$ cat src/rtl/alu_seq_ctrl.sv
// alu_seq_ctrl: sequencer for a shared add/sub datapath.
// Runs ADD/SUB in one pass and MUL as 17-step shift-add.
module alu_seq_ctrl #(
  parameter int W = 17
) (
  input  logic           clk,
  input  logic           rst_n,
  input  logic           start,
  input  logic [1:0]     opcode,
  input  logic [W-1:0]   op_a,
  input  logic [W-1:0]   op_b,
  output logic           busy,
  output logic           done,
  output logic           err,
  output logic [2*W-1:0] result,
  output logic [W-1:0]   dp_op_a,
  output logic [W-1:0]   dp_op_b,
  output logic           dp_op,
  output logic           dp_mult_mode,
  output logic           dp_cin,
  input  logic [W-1:0]   dp_sum,
  input  logic           dp_cout
);

  typedef enum logic [1:0] {
    S_IDLE,
    S_ADDSUB,
    S_MUL,
    S_DONE
  } state_t;

  localparam logic [4:0] CNT_LAST = 5'(W - 1);
  localparam logic [1:0] OP_MUL   = 2'b10;
  localparam logic [1:0] OP_RSV   = 2'b11;

  state_t           state_q, state_d;
  logic [W-1:0]     a_q, a_d;
  logic [W-1:0]     b_q, b_d;
  logic [1:0]       opc_q, opc_d;
  logic [W-1:0]     acc_q, acc_d;
  logic [W-1:0]     q_q, q_d;
  logic [4:0]       cnt_q, cnt_d;
  logic [2*W-1:0]   res_q, res_d;
  logic             err_q, err_d;

  assign busy   = (state_q == S_ADDSUB) || (state_q == S_MUL);
  assign done   = (state_q == S_DONE);
  assign err    = done & err_q;
  assign result = res_q;

  // Datapath drive: decoded purely from state and latched operands.
  always_comb begin
    dp_op_a      = '0;
    dp_op_b      = '0;
    dp_op        = 1'b0;
    dp_mult_mode = 1'b0;
    dp_cin       = 1'b0;
    unique case (state_q)
      S_ADDSUB: begin
        if (opc_q != OP_RSV) begin
          dp_op_a = a_q;
          dp_op_b = b_q;
          dp_op   = opc_q[0];
          dp_cin  = opc_q[0];
        end
      end
      S_MUL: begin
        dp_mult_mode = 1'b1;
        dp_op_b      = acc_q;
        dp_op_a      = q_q[0] ? a_q : '0;
      end
      default: ;
    endcase
  end

  // Next-state, operand latch, multiply step and result load.
  always_comb begin
    state_d = state_q;
    a_d     = a_q;
    b_d     = b_q;
    opc_d   = opc_q;
    acc_d   = acc_q;
    q_d     = q_q;
    cnt_d   = cnt_q;
    res_d   = res_q;
    err_d   = err_q;
    unique case (state_q)
      S_IDLE: begin
        if (start) begin
          a_d     = op_a;
          b_d     = op_b;
          opc_d   = opcode;
          acc_d   = '0;
          q_d     = op_b;
          cnt_d   = '0;
          state_d = (opcode == OP_MUL) ? S_MUL : S_ADDSUB;
        end
      end
      S_ADDSUB: begin
        if (opc_q == OP_RSV) begin
          res_d = '0;
          err_d = 1'b1;
        end else begin
          res_d = {{(W-1){1'b0}}, dp_cout, dp_sum};
          err_d = 1'b0;
        end
        state_d = S_DONE;
      end
      S_MUL: begin
        {acc_d, q_d} = {dp_cout, dp_sum, q_q[W-1:1]};
        cnt_d        = cnt_q + 5'd1;
        if (cnt_q == CNT_LAST) begin
          res_d   = {dp_cout, dp_sum, q_q[W-1:1]};
          err_d   = 1'b0;
          state_d = S_DONE;
        end
      end
      S_DONE: state_d = S_IDLE;
      default: state_d = S_IDLE;
    endcase
  end

  // State and datapath registers, cleared asynchronously.
  always_ff @(posedge clk or negedge rst_n) begin
    if (!rst_n) begin
      state_q <= S_IDLE;
      a_q     <= '0;
      b_q     <= '0;
      opc_q   <= '0;
      acc_q   <= '0;
      q_q     <= '0;
      cnt_q   <= '0;
      res_q   <= '0;
      err_q   <= 1'b0;
    end else begin
      state_q <= state_d;
      a_q     <= a_d;
      b_q     <= b_d;
      opc_q   <= opc_d;
      acc_q   <= acc_d;
      q_q     <= q_d;
      cnt_q   <= cnt_d;
      res_q   <= res_d;
      err_q   <= err_d;
    end
  end

endmodule
$ cat config.mk
export PLATFORM = sky130hd
export DESIGN_NAME = alu_seq_ctrl
export DESIGN_NICKNAME = d
export VERILOG_FILES = /design/src/rtl/alu_seq_ctrl.sv
export SDC_FILE = /design/constraint.sdc
export NUM_CORES = 1
export LEC_CHECK = 0
export BUFFER_PORTS_ARGS = -buffer_cell sky130_fd_sc_hd__buf_2
export CAP_MARGIN = 20
export CORE_MARGIN = 2
export CORE_UTILIZATION = 55
export DETAILED_ROUTE_END_ITERATION = 16
export PLACE_DENSITY = 0.87
export SLEW_MARGIN = 20
export SYNTH_ARGS = -nofsm -noshare
export SYNTH_HDL_FRONTEND = slang
export SYNTH_SLANG_ARGS = --single-unit
$ cat constraint.sdc
create_clock -name clk -period 4.1 [get_ports clk]
set_clock_uncertainty 0.1 [all_clocks]
set_input_delay 0.615 -clock clk [delete_from_list [all_inputs] [get_ports clk]]
set_output_delay 0.615 -clock clk [all_outputs]
set_load 0.1 [all_outputs]
==> impl_metrics.yaml <==
outcome:
  outcome: "finished clean"
floorplan:
  io_pins: 131
  coreArea_um2: 9640
  die_area_um2: 10600
  die_h_um: 103
  start_util: 0.556
  fp.dieW_um: 103
  rows: 36
placement:
  io_buffers: 130
  place_area_um2: 6020
  place_congestion: 0.909
  place.detailed.hpwl_mm: 10.2
logic_synthesis:
  yosys-mux-area-fraction: 0.0504
  yosys_warnings: 0
  yosys.area.top_type_share: 0.523
  yosysSeqAreaShare: 0.523
  synth-adder-area-share: 0.0187
  synth_xor_area_frac: 0
  synth_top_family_by_area: "compound AO/OA/AOI/OAI gates"
  synth.largest_area_cell: "dfrtp_1"
  synthSimpleGateAreaFrac: 0.179
  synthTopCellsByArea: "dfrtp_1 52%, a22oi_1 6.0%, nand2_1 5.9%"
  ys_ff_latch: 112
  synth.distinct_cells: 38
  synth_compound_area_frac: 0.181
  syn_area_um2: 5360
  syn_avg_cell_area_um2: 10.0
  synth_nets: 600
  netlist_instances: 535
cts:
  insertion_delay_ns: 0.38
  cts_root_buf: "clkbuf_8"
  htreeDepth: 3
  postCtsSetupBuffers: 0
  ctsHoldBuffers: 0
  cts-buffers-inserted: 9
  cts_resized: 0
  cts_tree: "yes"
  path_clk_slew_ns: 0.10
  cts.path.max_buffers: 2
  cts_sinks: 112
global_route:
  grt_max_degree: 70
  grt_pass1_wl_mm: 22.9
  grt_pass1_vias: 4445
  overflow: 0
  grt_antenna_before_repair: 0
  grt_use_total: 0.282
setup_path:
  critPathSlowestCell: "a21boi_4"
  crit_arrival_ns: 2.90
  reg2regPathDepth: 5
  cpPeakStageDelay_ns: 0.54
  crit_buf_inv: 2
  r2r_slack_ns: 1.40
  end_kind: "output port"
  crit_type: "reg -> out"
  crit_chain: "inv_1 > ha_1 > a21boi_4 > o21a_1 > and2_1 > buf_2"
  cp_max_fo: 18
  r2r_start: "state_q[0]$_DFFE_PN0P_"
  crit_family: "compound AO/OA/AOI/OAI gates"
  rr_endpoint: "a_q[13]$_DFFE_PN0P_"
  required_ns: 3.38
  cp-start-kind: "flop"
finish:
  layout_common_cells: "129 x buf_2, 112 x dfrtp_1, 85 x nand2_1, 43 x a22oi_1, 38 x o21ai_0"
  nFillCells: 784
  final_common_cell: "buf_2"
  drive_gt1_frac: 0.299
  antenna_cells: 0
  fin_area_um2: 6200
  area_growth_pct: 15.6
  multiInputGateArea_um2: 2310
  seqCellArea_um2: 2800
  nets: 708
route:
  drt_first_pass_iters: 5
  routed_wl_mm: 14.4
  routed_via_density: 5.84
  drt-wirelength-per-cell_um: 18.4
  drtIter0Drc: 457
  num_vias: 4562
  final_antenna_net_count: 0
  drc: 0
run:
  maxCapViolCount: 0
timing:
  slew_violations: 0
  setup-tns-final_ns: 0
  tightest_slew_ns: 0.878
  final.period_utilization: 0.881
  setup_viol: 0
  max_freq_ghz: 0.277
  hold_viol: 0
  slew_headroom: 0.414
  rsz0062_at_grt: "false"
  fin_crit_ns: 3.61
worst_hold_path:
  min_path_type: "in -> async"
[cell usage after synthesis (all sizes together)]
library cell    n
dfrtp         112
mux2           21
a22oi          53
ha              8
a22o            1
a31o            1
nor2b           3
buf            24
inv             5
clkbuf         18
nand2b         19
a21boi          1
mux2i           3
o21ai          40
a21o            1
a221o          16
nand4bb         1
a21oi          22
nor2           37
nand3b          1
and2           20
nand2          87
and4bb          1
or3             3
clkinv          1
nand3          35
o21a            1
[per-layer routing]
layer	global-route usage	part of all wire
met5	0	0
met4	0.0982	0.018
met3	0.0488	0.086
met2	0.431	0.48
met1	0.410	0.41
[how the worst max path moves through the flow]
| stage | startpoint | endpoint | slack [ns] | depth (start not counted) |
|---|---|---|---|---|
| 2_1_floorplan | state_q[0]$_DFFE_PN0P_ | dp_op_b[11] | 0.03 | 6 |
| 3_3_place_gp | state_q[1]$_DFFE_PN0P_ | dp_op_a[15] | 1.13 | 6 |
| 3_5_place_dp | state_q[1]$_DFFE_PN0P_ | dp_op_a[9] | 0.92 | 6 |
| 4_1_cts | state_q[1]$_DFFE_PN0P_ | dp_op_a[9] | 0.49 | 6 |
| 5_1_grt | state_q[1]$_DFFE_PN0P_ | dp_op_a[9] | 0.29 | 6 |
| 6_report | state_q[1]$_DFFE_PN0P_ | dp_op_a[9] | 0.49 | 6 |
[worst register-to-register path, stage by stage, from the launching register on]
cell	delay [ns]
dfrtp_1	0.42
inv_1	0.17
ha_1	0.58
buf_4	0.34
nand2_2	0.49
mux2_2	0.49
[through the flow]
step                hold slack [ns]   util  std cells  worst slack [ns]
global route                  0.307  0.643        781             0.295
global placement              0.359  0.624        765              1.13
detailed placement            0.364  0.624        765             0.924
CTS                           0.274  0.643        781             0.495
floorplan                     0.219      -        535            0.0261
finish                        0.258  0.643        781             0.488
[cell families (layout without fill, tap and decap cells)]
family / count (synthesis) / in the layout
compound gates: 136 / 136
flops: 112 / 112
buf+inv: 48 / 161
fa+ha+maj: 8 / 8
simple gates: 207 / 207
mux: 24 / 24
[registers in the layout (all words and copies together), names as in the netlist, 2 cells and up]
signal / count
result: 34
opc_q: 2
a_q: 17
q_q: 17
cnt_q: 5
acc_q: 17
b_q: 17
state_q: 2
[layout make-up]
| cell class | count | share of cell area |
|---|---|---|
| Tap cell | 133 | 0.0268 |
| Sequential cell | 112 | 0.452 |
| Multi-Input combinational cell | 375 | 0.372 |
| Clock buffer | 11 | 0.0244 |
| Clock inverter | 5 | 0.00504 |
| Timing Repair Buffer | 139 | 0.116 |
| Inverter | 6 | 0.00363 |
Power is left out: the tool's default activity adds up to more than one toggle a clock period on the data nets, which glitch-free logic cannot reach.
